==> src/rtl/fpga_uart_pkg.sv <==
// Shared types and defaults for the UART transmit arbiter.
package fpga_uart_pkg;

    localparam int unsigned TIMEOUT_CYCLES_DEFAULT = 1_000_000;

    typedef enum logic [1:0] {
        IDLE = 2'd0,
        SEND = 2'd1,
        WAIT = 2'd2
    } arb_state_t;

    typedef struct packed {
        logic [31:0] data;
        logic [1:0]  len;
    } tx_frame_t;

    // Byte idx of a frame, byte 0 in the least significant position.
    function automatic logic [7:0] frame_byte(input logic [31:0] data, input logic [1:0] idx);
        return data[{idx, 3'b000} +: 8];
    endfunction

endpackage

==> src/rtl/fpga_rr_arbiter.sv <==
// Combinational round-robin pick: search starts one past rr_ptr and wraps.
module fpga_rr_arbiter #(
    parameter int unsigned NUM_REQ = 3
) (
    input  logic [NUM_REQ-1:0]         req,
    input  logic [$clog2(NUM_REQ)-1:0] rr_ptr,
    output logic                       any_req,
    output logic [$clog2(NUM_REQ)-1:0] winner
);

    localparam int unsigned PTR_W = $clog2(NUM_REQ);

    function automatic logic [PTR_W-1:0] rr_index(input logic [PTR_W-1:0] ptr, input int unsigned k);
        return PTR_W'((32'(ptr) + k) % NUM_REQ);
    endfunction

    always_comb begin
        any_req = 1'b0;
        winner  = '0;
        for (int unsigned k = 1; k <= NUM_REQ; k++) begin
            if (!any_req && req[rr_index(rr_ptr, k)]) begin
                any_req = 1'b1;
                winner  = rr_index(rr_ptr, k);
            end
        end
    end

endmodule

==> src/rtl/fpga_uart_tx_arbiter.sv <==
// Shares one UART transmitter between several frame sources, one whole frame at a time,
// LSB first, with a per-byte watchdog on tx_done.
module fpga_uart_tx_arbiter
    import fpga_uart_pkg::*;
#(
    parameter int unsigned NUM_REQ        = 3,
    parameter int unsigned TIMEOUT_CYCLES = TIMEOUT_CYCLES_DEFAULT,
    parameter int unsigned PTR_W          = $clog2(NUM_REQ)
) (
    input  logic                 clk,
    input  logic                 rst,
    input  logic [NUM_REQ-1:0]   req_valid,
    input  logic [NUM_REQ*32-1:0] req_data,
    input  logic [NUM_REQ*2-1:0] req_len,
    output logic [NUM_REQ-1:0]   req_ack,
    input  logic                 tx_busy,
    input  logic                 tx_done,
    output logic                 tx_start,
    output logic [7:0]           tx_data,
    output logic [PTR_W-1:0]     grant_id,
    output logic [1:0]           arb_state,
    output logic                 tx_timeout
);

    localparam int unsigned    WD_W    = (TIMEOUT_CYCLES > 2) ? $clog2(TIMEOUT_CYCLES) : 1;
    localparam logic [WD_W-1:0] WD_LAST = WD_W'(TIMEOUT_CYCLES - 1);

    arb_state_t       state;
    tx_frame_t        frame;
    logic [1:0]       byte_idx;
    logic [WD_W-1:0]  wdog;
    logic [PTR_W-1:0] rr_ptr;
    logic             any_req;
    logic [PTR_W-1:0] winner;

    fpga_rr_arbiter #(.NUM_REQ(NUM_REQ)) u_rr (
        .req     (req_valid),
        .rr_ptr  (rr_ptr),
        .any_req (any_req),
        .winner  (winner)
    );

    assign arb_state = state;

    // tx_done in the tx_start cycle belongs to the previous byte and is ignored.
    always_ff @(posedge clk or posedge rst) begin
        if (rst) begin
            state      <= IDLE;
            frame      <= '0;
            byte_idx   <= '0;
            wdog       <= '0;
            rr_ptr     <= PTR_W'(NUM_REQ - 1);
            req_ack    <= '0;
            tx_start   <= 1'b0;
            tx_data    <= '0;
            grant_id   <= '0;
            tx_timeout <= 1'b0;
        end else begin
            req_ack  <= '0;
            tx_start <= 1'b0;
            case (state)
                IDLE: begin
                    if (any_req) begin
                        frame.data      <= req_data[32'(winner)*32 +: 32];
                        frame.len       <= req_len[32'(winner)*2 +: 2];
                        byte_idx        <= '0;
                        grant_id        <= winner;
                        req_ack[winner] <= 1'b1;
                        state           <= SEND;
                    end
                end
                SEND: begin
                    if (!tx_busy) begin
                        tx_start <= 1'b1;
                        tx_data  <= frame_byte(frame.data, byte_idx);
                        wdog     <= '0;
                        state    <= WAIT;
                    end
                end
                WAIT: begin
                    if (tx_done && !tx_start) begin
                        if (byte_idx == frame.len) begin
                            rr_ptr <= grant_id;
                            state  <= IDLE;
                        end else begin
                            byte_idx <= byte_idx + 2'd1;
                            state    <= SEND;
                        end
                    end else if (wdog == WD_LAST) begin
                        tx_timeout <= 1'b1;
                        rr_ptr     <= grant_id;
                        state      <= IDLE;
                    end else begin
                        wdog <= wdog + WD_W'(1);
                    end
                end
                default: state <= IDLE;
            endcase
        end
    end

endmodule
==> config.mk <==
export PLATFORM = sky130hd
export DESIGN_NAME = fpga_uart_tx_arbiter
export DESIGN_NICKNAME = d
export VERILOG_FILES = /design/src/rtl/fpga_uart_pkg.sv /design/src/rtl/fpga_rr_arbiter.sv /design/src/rtl/fpga_uart_tx_arbiter.sv
export SDC_FILE = /design/constraint.sdc
export NUM_CORES = 1
export LEC_CHECK = 0
export BUFFER_PORTS_ARGS = -buffer_cell sky130_fd_sc_hd__clkbuf_2
export CORE_MARGIN = 1
export CORE_UTILIZATION = 48
export DETAILED_ROUTE_END_ITERATION = 6
export GPL_TIMING_DRIVEN = 0
export PLACE_DENSITY = 0.85
export SLEW_MARGIN = 20
export SYNTH_ARGS = -nofsm -noshare
export SYNTH_HDL_FRONTEND = slang
export SYNTH_SLANG_ARGS = --single-unit
export TNS_END_PERCENT = 1
==> constraint.sdc <==
create_clock -name clk -period 2.65 [get_ports clk]
set_clock_uncertainty 0.05 [all_clocks]
set_input_delay 0.1325 -clock clk [delete_from_list [all_inputs] [get_ports clk]]
set_output_delay 0.1325 -clock clk [all_outputs]
set_load 0.05 [all_outputs]
# ---- Word level (Yosys, flattened, before mapping)
# Index checks and enable logic that the tools add are counted.
dict set report op_classes {
  bitwise_logic 2
  magnitude_cmp 5
  n_eq_ne 12
  muxes 35
  addsub 5
  reduce_logical 18
  n_div 3
  mul 0
  shifts 3
}
# cell n
set ops {}
lappend ops {{32-bit by 2-bit modulo with 32-bit output, second input constant} 3}
lappend ops {{96-bit by 8-bit variable part select with 32-bit output} 1}
lappend ops {{20-bit two-way mux} 3}
lappend ops {{20-bit case mux with 2 select lines} 1}
lappend ops {{32-bit by 6-bit variable part select with 8-bit output} 1}
lappend ops {{2-bit two-way mux} 13}
lappend ops {{20-bit by 1-bit adder with 20-bit output, second input constant} 1}
lappend ops {{20-bit equality test, second input constant} 1}
lappend ops {{2-bit by 3-bit < comparator with 1-bit output, second input constant} 4}
lappend ops {{2-bit != test, second input constant} 6}
lappend ops {{1-bit two-way mux} 10}
lappend ops {{3-bit AND reduction} 3}
lappend ops {{4-bit AND reduction} 2}
lappend ops {{2-bit by 2-bit adder with 3-bit output, second input constant} 2}
lappend ops {{1-bit binary-select mux with 2-bit select} 3}
lappend ops {{3-bit two-way mux} 2}
lappend ops {{2-bit case mux with 3 select lines} 1}
lappend ops {{2-bit nonzero test} 3}
lappend ops {{6-bit by 4-bit variable part select with 2-bit output} 1}
lappend ops {{1-bit logical AND} 4}
lappend ops {{2-bit case mux with 2 select lines} 1}
lappend ops {{2-bit AND reduction} 2}
lappend ops {{2-bit by 1-bit adder with 3-bit output, second input constant} 1}
lappend ops {{1-bit logical NOT} 3}
lappend ops {{10 further kinds} 11}
dict set report totals {
  memories 0
  out_inout_bits 17
  mem_bits_rw 0
  mem_bits_ro 0
  ff_bits 75
  in_bits 109
  latchBits 0
}

# ---- Depth between registers and ports, before layout
# Gate-level depths: netlist of run 1.
dict set report depth {
  word_depth 17
  mapped_depth 10
  depth_no_buf 7
}

# ---- Modules after synthesis
# A second synthesis of run 1 with hierarchy kept.
dict set report unflattened {
  hier_cells 477
  area_unflattened_um2 4247.8
}
# mod cells_each seq_area_each_um2 area_each_um2 instances
set modules_own_cells {}
lappend modules_own_cells {fpga_uart_tx_arbiter 457 1878.1 4116.4 1}
lappend modules_own_cells {fpga_rr_arbiter 20 0.0 131.4 1}

# ---- Worst setup path after synthesis of run 1
# OpenSTA, ideal clock, no wires.
dict set report synth_path {
  kind {register to register}
  startpoint {register rr_ptr[1]}
  endpoint {register frame[25] in the netlist's numbering}
  path_buffers 3
  slack_ns 0.153
  t_arrival_ns 2.376
  path_stages_with_launch 10
  required_ns 2.529
  path_cell_list {dfstp_2 ha_1 clkbuf_1 nor2b_1 o211ai_1 and2_1 clkbuf_1 clkbuf_1 o2111ai_1 nand4_1}
}
dict set report synth_between {
  elab_chain_cells 12
  elab_cells_between_ends 24
}
# element line_no
set synth_lines {}
lappend synth_lines {{start: declaration} fpga_uart_tx_arbiter.sv:32} ;# logic [PTR_W-1:0] rr_ptr;
lappend synth_lines {{start signal: assignment} fpga_uart_tx_arbiter.sv:52} ;# rr_ptr <= PTR_W'(NUM_REQ - 1);
lappend synth_lines {{start signal: assignment} fpga_uart_tx_arbiter.sv:83} ;# rr_ptr <= grant_id;
lappend synth_lines {{start signal: assignment} fpga_uart_tx_arbiter.sv:91} ;# rr_ptr <= grant_id;
lappend synth_lines {{2-bit by 1-bit adder with 3-bit output} fpga_rr_arbiter.sv:14} ;# return PTR_W'((32'(ptr) + k) % NUM_REQ);
lappend synth_lines {{32-bit by 2-bit modulo with 32-bit output} fpga_rr_arbiter.sv:14}
lappend synth_lines {{1-bit binary-select mux with 2-bit select} fpga_rr_arbiter.sv:21} ;# if (!any_req && req[rr_index(rr_ptr, k)]) begin
lappend synth_lines {{1-bit two-way mux (implied by the code)} fpga_rr_arbiter.sv:21}
lappend synth_lines {{1-bit two-way mux} fpga_rr_arbiter.sv:21}
lappend synth_lines {{1-bit logical NOT} fpga_rr_arbiter.sv:21}
lappend synth_lines {{1-bit logical AND} fpga_rr_arbiter.sv:21}
lappend synth_lines {{1-bit two-way mux} fpga_rr_arbiter.sv:21}
lappend synth_lines {{1-bit logical NOT} fpga_rr_arbiter.sv:21}
lappend synth_lines {{1-bit logical AND} fpga_rr_arbiter.sv:21}
lappend synth_lines {{2-bit two-way mux or 1-bit two-way mux (tied branches)} fpga_rr_arbiter.sv:21}
lappend synth_lines {{96-bit by 8-bit variable part select with 32-bit output or 2-bit AND reduction (tied branches)} -}
lappend synth_lines {{end: declaration} fpga_uart_tx_arbiter.sv:29} ;# tx_frame_t frame;
# Parallel ways exist; a longest one is shown, timed or not. The select of a mux whose other input is x is not followed.
# A chain may end at the register's enable or synchronous reset.

# ---- Final worst setup path of run 1
dict set report layout_path {
  startpoint {register rr_ptr[1]}
  endpoint {register frame[7] in the netlist's numbering}
}
# Same word-level chain as after synthesis.

==> results of run 1 <==
power by group through the flow:
stage                     sequential (W)  combinational [W]  clock (W)
after floorplan                  0.00210            0.00286          0
final                            0.00188            0.00470   0.000940
after global placement           0.00186            0.00422          0
after global routing             0.00191            0.00507   0.000994
after CTS                        0.00186            0.00450   0.000937
after detailed placement         0.00188            0.00431          0
registers in the layout, indices dropped and copies added, names as in the netlist, 2 cells and up:
signal / count
byte_idx: 2
wdog: 20
grant_id: 2
frame: 34
req_ack: 3
arb_state: 2
tx_data: 8
rr_ptr: 2
through the flow:
stage	utilization [%]	setup TNS (ns)
floorplan	-	0
global placement	58.9	-36.53
detailed placement	59.2	-19.24
CTS	64.5	0
global route	65.3	-0.458
finish	65.3	0
synth_stat cells, types with 2 or more instances:
master,count,area [um^2]
nand2_1,82,308
nand4_1,76,475
dfrtp_1,74,1850
clkbuf_1,43,161
nand3_1,43,215
and3_1,36,225
o2111ai_1,34,298
nor2_1,15,56.3
a21oi_1,10,50.1
inv_1,9,33.8
mux4_2,8,180
buf_2,7,35.0
mux2i_1,7,70.1
nand2b_1,7,43.8
o21ai_0,7,35.0
buf_1,6,22.5
and2_1,5,31.3
ha_1,5,62.6
or3_1,4,25.0
xnor2_1,4,35.0
a31oi_1,3,18.8
a41o_1,3,30.0
nor2b_1,3,18.8
nor3_1,3,15.0
or4_1,3,22.5
a211oi_1,2,15.0
a31o_2,2,17.5
and4_1,2,17.5
mux2_1,2,22.5
nand3b_1,2,15.0
o211ai_1,2,15.0
o21a_1,2,15.0
o21ai_1,2,10.0
o21ai_2,2,17.5
o311ai_0,2,17.5
o31ai_1,2,15.0
routing by layer:
| metal | share of wire (%) | vias up | GRT usage, % |
|---|---|---|---|
| met3 | 8.8 | 63 | 5.80 |
| met1 | 41 | 2450 | 39.5 |
| met4 | 3.4 | 0 | 11.3 |
| met2 | 47 | 332 | 50.5 |
| li1 | - | 2408 | - |
| met5 | 0 | - | 0 |
worst max-delay path: cells and delay by family (launching register included):
family	cells	cell delay (ns)
compound gates	2	0.56
fa+ha+maj	1	0.15
buf+inv	2	0.60
flops	1	0.57
mux	1	0.28
simple gates	2	0.33
final cells by class:
class | count | share of cell area, %
multi-input cells | 402 | 43.5
flip-flops and latches | 75 | 30.6
repair buffers | 155 | 15.1
plain buffers | 55 | 4.11
well taps | 129 | 2.63
clock buffers | 9 | 2.02
clock inverters | 7 | 1.34
inverters | 10 | 0.651
what timing repair did:
item	in CTS	in global routing
resized for setup	23	25
setup endpoints to repair	40	39
pin swaps	2	1
hold endpoints to repair	45	1
setup buffers	2	3
hold buffers	23	1
kinds of logic (layout without fill, tap and decap cells):
family                   count (synthesis)  count (layout)  share of synthesized area (%)
buffers and inverters                   66             236                           5.39
multiplexers                            18              18                           5.97
AO/OA/AOI/OAI                           84              84                           14.3
XOR/XNOR                                 5               5                          0.921
AND/OR/NAND/NOR                        290             290                           32.6
adder cells (fa/ha/maj)                  5               5                           1.32
flip-flops                              75              75                           39.5
worst paths after layout:
| path | to | slack, ns | depth (start not counted) |
|---|---|---|---|
| setup reg to reg | frame[7] | 0.03 | 8 |
| hold / removal | frame[24] | 0.006 | 3 |
| hold reg to reg | tx_timeout | 0.43 | 1 |
| min in group asynchronous | wdog[9] | 0.23 | 3 |
| max in group asynchronous | rr_ptr[1] | 1.70 | 4 |
| setup / recovery | frame[7] | 0.03 | 8 |
==> results.json, run 1 <==
{
  "cts_buffer_depth": 2,
  "ioPinCount": 126,
  "p_clk_share_pct": 12.5,
  "cap_violations": 0,
  "setup_viol": 0,
  "crit_required_ns": 2.89,
  "synth_flop_cell": "dfrtp_1",
  "critPathKind": "register to register",
  "powerDensity_nw_per_um2": 1220,
  "critPathLaunch": "rr_ptr[1]",
  "die_h_um": 102,
  "routed_wl_mm": 15.2,
  "die_w_um": 102,
  "place_ws_ns": -0.621,
  "multi_input_area_um2": 2680,
  "grt.overflow.total": 0,
  "die_area_um2": 10300,
  "fin_area_um2": 6150,
  "worst-endpoint-arrival_ns": 2.86,
  "crit_chain": "ha_1 -> buf_2 -> mux2i_2 -> o21ai_4 -> o221ai_2 -> clkbuf_1 -> nand4_1 -> nand4_1",
  "grt_pass1_vias": 5007,
  "synth_nets": 657,
  "antenna_found_initial": 0,
  "antenna_cells": 0,
  "crit_fanout": 10,
  "hold_path.class": "input port to register",
  "ys_seq_area_share_pct": 39.5,
  "synthToLayoutAreaGrowth_pct": 29.3,
  "clk_pin_slew_worst_paths_ns": 0.09,
  "power_switching_w": 0.00394,
  "n_fill_cell": 792,
  "synthCells": 543,
  "numCtsBuffers": 9,
  "cts.sinks": 75,
  "comb_power_share_pct": 62.6,
  "initialDrtViolationCount": 590,
  "dpl_cell_area_um2": 5570,
  "drive_above_1_share_pct": 28.8,
  "critPathSlowestCell": "dfstp_2",
  "syn_avg_cell_area_um2": 8.76,
  "whs_ns": 0.00621,
  "fmax_mhz": 382,
  "syn_area_um2": 4750,
  "switching_share_pct": 52.4,
  "antenna_left": 0,
  "period_needed_ns": 2.62,
  "htreeDepth": 3,
  "cts_tree": "done",
  "mostFrequentLayoutCells": "clkbuf_2 (136), nand2_1 (82), nand4_1 (76)",
  "end_kind": "register",
  "grt_pass1_wl_mm": 24.1,
  "grtUsageTotal_pct": 30.4,
  "yosysWarnings": 0,
  "seqPwrFrac_pct": 24.9,
  "max_slew_margin_pct": 40.7,
  "row_count": 35,
  "startpoint_type": "register",
  "finalHoldViolCount": 0,
  "cpMostUsedCell": "nand4_1",
  "hold_path.startpoint": "req_data[86]",
  "dp_hpwl_mm": 11.3,
  "gp_congestion": 0.929,
  "total_power_w": 0.00752,
  "nets": 822,
  "port_buffers": 125,
  "drtPass1Iterations": 6,
  "async_flop_share_pct": 100,
  "ys_types": 60,
  "max_slew.worst_pin.slew_ns": 0.887,
  "core_area_um2": 9420,
  "p_int_w": 0.00358,
  "synth-edff-count": 0,
  "drc": 0,
  "rr_startpoint": "rr_ptr[1]",
  "initial_core_util_pct": 50.5,
  "seqCellArea_um2": 1880,
  "viasPerCell": 6.24,
  "peakVddDrop_uv": 744,
  "slowest_delay_ns": 0.57,
  "cts_root_buf": "clkbuf_8",
  "slew_viol_final": 0,
  "rsz0062_at_grt": "yes",
  "fin_ws_ns": 0.0298,
  "ys_ff_latch": 75,
  "dp_cells": 798,
  "status": "finished, final reports clean",
  "vias": 5253,
  "stdcell_count": 842,
  "fin_crit_sh_pct": 98.9,
  "leakage_nw": 2.87,
  "wire_per_inst_um": 18.1,
  "final_common_cell": "clkbuf_2",
  "clock_latency_ns": 0.36,
  "grt_max_degree": 53
}
No activity file was read; power rests on OpenSTA's default activity.
==> run 2: changes to the inputs <==
--- a/config.mk
+++ b/config.mk
@@ -7,10 +7,12 @@
 export LEC_CHECK = 0
 export BUFFER_PORTS_ARGS = -buffer_cell sky130_fd_sc_hd__clkbuf_2
 export CORE_MARGIN = 1
-export CORE_UTILIZATION = 48
+export CORE_UTILIZATION = 50
+export CTS_BUF_LIST = sky130_fd_sc_hd__clkbuf_2 sky130_fd_sc_hd__clkbuf_4 sky130_fd_sc_hd__clkbuf_8
 export DETAILED_ROUTE_END_ITERATION = 6
 export GPL_TIMING_DRIVEN = 0
-export PLACE_DENSITY = 0.85
+export PLACE_DENSITY = 0.87
+export SKIP_LAST_GASP = 1
 export SLEW_MARGIN = 20
 export SYNTH_ARGS = -nofsm -noshare
 export SYNTH_HDL_FRONTEND = slang
==> results.json, run 2 (synthesis gave the netlist of run 1 again) <==
{
  "final_common_cell": "clkbuf_2",
  "antenna_found_initial": 0,
  "gp_congestion": 1.01,
  "finalHoldViolCount": 0,
  "die_h_um": 99.5,
  "largestRegisters": "frame: 34 flops, wdog: 20 flops, tx_data: 8 flops",
  "slew_viol_final": 0,
  "hold_path.startpoint": "req_data[77]",
  "synthToLayoutAreaGrowth_pct": 31.0,
  "numCtsBuffers": 9,
  "port_buffers": 125,
  "max_slew_margin_pct": 35.8,
  "grt_max_degree": 61,
  "antenna_cells": 0,
  "worst_r2r_endpoint": "frame[1]",
  "clock_latency_ns": 0.35,
  "fin_ws_ns": -0.00367,
  "status": "finished with violations",
  "rsz0062_at_grt": "yes",
  "leakage_nw": 2.92,
  "drive_above_1_share_pct": 28.8,
  "grt_pass1_vias": 5271,
  "grt_pass1_wl_mm": 25.0,
  "worst-endpoint-arrival_ns": 2.82,
  "stdcell_count": 847,
  "grtUsageTotal_pct": 32.3,
  "max_slew.worst_pin.slew_ns": 0.959,
  "fin_crit_sh_pct": 100,
  "cts.sinks": 75,
  "die_w_um": 99.5,
  "fin_util_pct": 67.4,
  "end_kind": "register",
  "largest_register_ffs": 34,
  "r2r_cells": 9,
  "row_count": 35,
  "cts_tree": "done",
  "routed_wl_mm": 15.7,
  "wire_per_inst_um": 18.6,
  "place_ws_ns": -0.574,
  "dpl_cell_area_um2": 5570,
  "grt.overflow.total": 0,
  "ioPinCount": 126,
  "fmax_mhz": 377,
  "ff2ff_setup_slack_ns": -0.004,
  "critPathLaunch": "rr_ptr[1]",
  "rr_startpoint": "rr_ptr[1]",
  "core_area_um2": 9240,
  "drtPass1Iterations": 6,
  "die_area_um2": 9900,
  "clk_pin_slew_worst_paths_ns": 0.08,
  "period_needed_ns": 2.65,
  "violations": "setup timing",
  "setup_viol": 1,
  "startpoint_type": "register",
  "initialDrtViolationCount": 568,
  "initial_core_util_pct": 51.5,
  "antenna_left": 0,
  "top_register": "frame",
  "holdPathEnd": "frame[15]",
  "vias": 5495,
  "cts_buffer_depth": 2,
  "fin_area_um2": 6230,
  "cts_root_buf": "clkbuf_8",
  "drc": 0,
  "dp_cells": 798,
  "mostFrequentLayoutCells": "clkbuf_2 (143), nand2_1 (82), nand4_1 (76)",
  "crit_fanout": 10,
  "hold_path.class": "input port to register",
  "nets": 827,
  "setup_tns_ns": -0.00367,
  "crit_required_ns": 2.81,
  "htreeDepth": 3,
  "dp_hpwl_mm": 11.2,
  "whs_path_depth": 3,
  "powerDensity_nw_per_um2": 1250,
  "viasPerCell": 6.49,
  "cap_violations": 0,
  "peakVddDrop_uv": 964,
  "critPathKind": "register to register"
}
-- run 2: changes by cell type in the layout (fill, tap and decap cells not counted), moves of 2 or more --
cell | previous run | this run
buf_4 | 8 | 11
clkbuf_2 | 136 | 143
dlygate4sd3_1 | 24 | 27
clkbuf_1 | 25 | 22
buf_2 | 11 | 8
inv_6 | 2 | 0
mux2i_2 | 2 | 0
mux2i_4 | 0 | 2
clkbuf_8 | 9 | 11
-- run 2: critical path: stages, from the launching register on --
cell       delay (ns)
dfstp_2          0.57
ha_1             0.27
buf_4            0.20
nand3b_1         0.17
o21ai_4          0.13
or3_1            0.37
buf_2            0.17
clkbuf_2         0.24
o2111ai_1        0.20
nand4_1          0.13
-- run 2: area by class of cell --
type,instances,area [um^2]
flip-flops and latches,75,1880
plain buffers,55,254
inverters,10,40.0
well taps,129,161
fillers,710,3010
clock inverters,4,72.6
clock buffers,12,159
repair buffers,160,976
multi-input cells,402,2690
-- run 2: worst max path at each step --
stage | to | slack [ns] | cells after the start
floorplan | frame[25] | 0.15 | 9
global placement | frame[10] | -0.49 | 9
detailed placement | frame[11] | -0.57 | 9
CTS | frame[12] | -0.03 | 8
global route | frame[25] | -0.05 | 9
finish | frame[1] | -0.004 | 9
-- run 2: stage by stage --
step / power (W) / hold slack (ns)
after detailed placement: 0.00618 / 0.0201
after global placement: 0.00598 / 0.339
after CTS: 0.00741 / 0.00221
after floorplan: 0.00496 / 0.242
after global routing: 0.00815 / 0.00499
final: 0.00776 / 0.0218
-- run 2: timing repair --
action,CTS,global route
hold buffers,26,1
buffers inserted,4,3
resized for setup,19,35
setup endpoints to repair,40,39
gates cloned,0,0
pin swaps,2,2
endpoints found under the hold margin,99,1
-- run 2: routing by layer --
metal | up-vias | GRT usage, % | part of all wire, %
met2 | 449 | 55.5 | 48
met4 | 0 | 14.4 | 4.1
met3 | 81 | 6.96 | 10
li1 | 2414 | - | -
met1 | 2551 | 39.0 | 38
met5 | - | 0 | 0
-- run 2: report_power, final --
part           switching [W]  leakage, nW  total [W]  internal, W
registers           0.000311        0.968    0.00188      0.00157
logic                0.00325         1.84    0.00485      0.00161
clock network       0.000432        0.116    0.00102     0.000591
==> run 3: changes to the inputs <==
--- a/config.mk
+++ b/config.mk
@@ -10,8 +10,10 @@
 export CORE_UTILIZATION = 50
 export CTS_BUF_LIST = sky130_fd_sc_hd__clkbuf_2 sky130_fd_sc_hd__clkbuf_4 sky130_fd_sc_hd__clkbuf_8
 export DETAILED_ROUTE_END_ITERATION = 6
+export GPL_ROUTABILITY_DRIVEN = 0
 export GPL_TIMING_DRIVEN = 0
 export PLACE_DENSITY = 0.87
+export REMOVE_ABC_BUFFERS = 1
 export SKIP_LAST_GASP = 1
 export SLEW_MARGIN = 20
 export SYNTH_ARGS = -nofsm -noshare
==> results.json, run 3 (synthesis gave the netlist of run 1 again) <==
{
  "status": "finished with violations",
  "violations": "DRC, setup timing",
  "whs_path_depth": 3,
  "initial_core_util_pct": 51.5,
  "cts_buffer_depth": 2,
  "wire_per_inst_um": 21.2,
  "finalHoldViolCount": 0,
  "critPathKind": "register to register",
  "die_w_um": 99.5,
  "worst_r2r_endpoint": "frame[2]",
  "numCtsBuffers": 9,
  "ioPinCount": 126,
  "r2r_cells": 6,
  "cts.sinks": 75,
  "largestRegisters": "frame: 34 flops, wdog: 20 flops, tx_data: 8 flops",
  "port_buffers": 125,
  "total_power_w": 0.00818,
  "antenna_cells": 0,
  "peakVddDrop_uv": 878,
  "drtPass1Iterations": 7,
  "crit_fanout": 18,
  "viasPerCell": 6.76,
  "leakage_nw": 2.89,
  "setup_viol": 13,
  "mostFrequentLayoutCells": "clkbuf_2 (125), nand2_1 (82), nand4_1 (76)",
  "row_count": 35,
  "hold_path.class": "input port to register",
  "cts_root_buf": "clkbuf_8",
  "rr_startpoint": "rr_ptr[1]",
  "end_kind": "register",
  "period_needed_ns": 2.67,
  "antenna_left": 0,
  "crit_required_ns": 2.84,
  "grt_pass1_vias": 5433,
  "nets": 790,
  "routed_wl_mm": 17.2,
  "powerDensity_nw_per_um2": 1310,
  "drc": 1,
  "grtUsageTotal_pct": 34.9,
  "whs_ns": 0.00191,
  "max_slew.worst_pin.slew_ns": 0.865,
  "startpoint_type": "register",
  "vias": 5474,
  "fin_crit_sh_pct": 101,
  "clock_latency_ns": 0.37,
  "synthToLayoutAreaGrowth_pct": 31.4,
  "largest_register_ffs": 34,
  "rsz0062_at_grt": "yes",
  "ff2ff_setup_slack_ns": -0.02,
  "initialDrtViolationCount": 755,
  "cap_violations": 0,
  "final_common_cell": "clkbuf_2",
  "die_h_um": 99.5,
  "holdPathEnd": "frame[26]",
  "core_area_um2": 9240,
  "worst-endpoint-arrival_ns": 2.86,
  "grt.overflow.total": 0,
  "drive_above_1_share_pct": 29.4,
  "dp_hpwl_mm": 9.63,
  "htreeDepth": 3,
  "hold_path.startpoint": "req_data[56]",
  "clk_pin_slew_worst_paths_ns": 0.08,
  "cts_tree": "done",
  "fin_ws_ns": -0.0240,
  "fmax_mhz": 374,
  "antenna_found_initial": 0,
  "grt_max_degree": 54,
  "max_slew_margin_pct": 42.2,
  "slew_viol_final": 0,
  "die_area_um2": 9900,
  "grt_pass1_wl_mm": 26.7,
  "top_register": "frame"
}
==> run 3: cell type report <==
type / instances / area [um^2]
clock inverters: 6 / 88.8
fillers: 649 / 2990
clock buffers: 10 / 138
inverters: 10 / 45.0
multi-input cells: 406 / 2770
repair buffers: 174 / 1160
well taps: 129 / 161
flip-flops and latches: 75 / 1880
==> run 3: per-layer routing <==
layer / vias up / share of wire, % / global-route usage (%)
li1: 2350 / - / -
met1: 2509 / 36 / 42.0
met2: 502 / 46 / 56.8
met3: 113 / 13 / 8.15
met4: 0 / 5.8 / 21.8
met5: - / 0 / 0
==> run 3: power breakdown <==
group / switching, W / internal (W)
logic: 0.00353 / 0.00176
clock network: 0.000455 / 0.000555
registers: 0.000306 / 0.00157
==> run 3: worst max-delay path by stage <==
stage | slack, ns | from | endpoint
after global routing | -0.07 | rr_ptr[1] | frame[17]
after CTS | -0.01 | rr_ptr[1] | frame[5]
after floorplan | -1.18 | rr_ptr[1] | grant_id[1]
after detailed placement | -0.79 | arb_state[0] | wdog[9]
final | -0.02 | rr_ptr[1] | frame[2]
after global placement | -2.34 | rr_ptr[1] | frame[25]
==> run 3: worst max-delay path, stage by stage (launching register included) <==
cell and delay, ns:
dfstp_2 0.57, ha_2 0.31, mux2i_2 0.33, o21ai_4 0.20
o41a_2 0.78, nand3_1 0.19, nand4_1 0.11
==> run 3: what timing repair did <==
item	CTS	global route
gates resized for setup	15	3
pin swaps	4	3
setup buffers	4	3
hold endpoints to repair	53	0
hold buffers	32	0
gates cloned	2	2
setup endpoints to repair	68	40
==> run 3: per-stage QoR <==
stage	TNS, ns	util [%]	setup slack (ns)	instances	instance area, um^2
2_1_floorplan	-45.94	-	-1.18	487	4540
3_3_place_gp	-110.71	57.6	-2.34	741	5320
3_5_place_dp	-31.88	59.6	-0.788	751	5510
4_1_cts	-0.0189	66.8	-0.0106	805	6170
5_1_grt	-1.51	67.6	-0.0657	810	6250
6_report	-0.149	67.6	-0.0240	810	6250
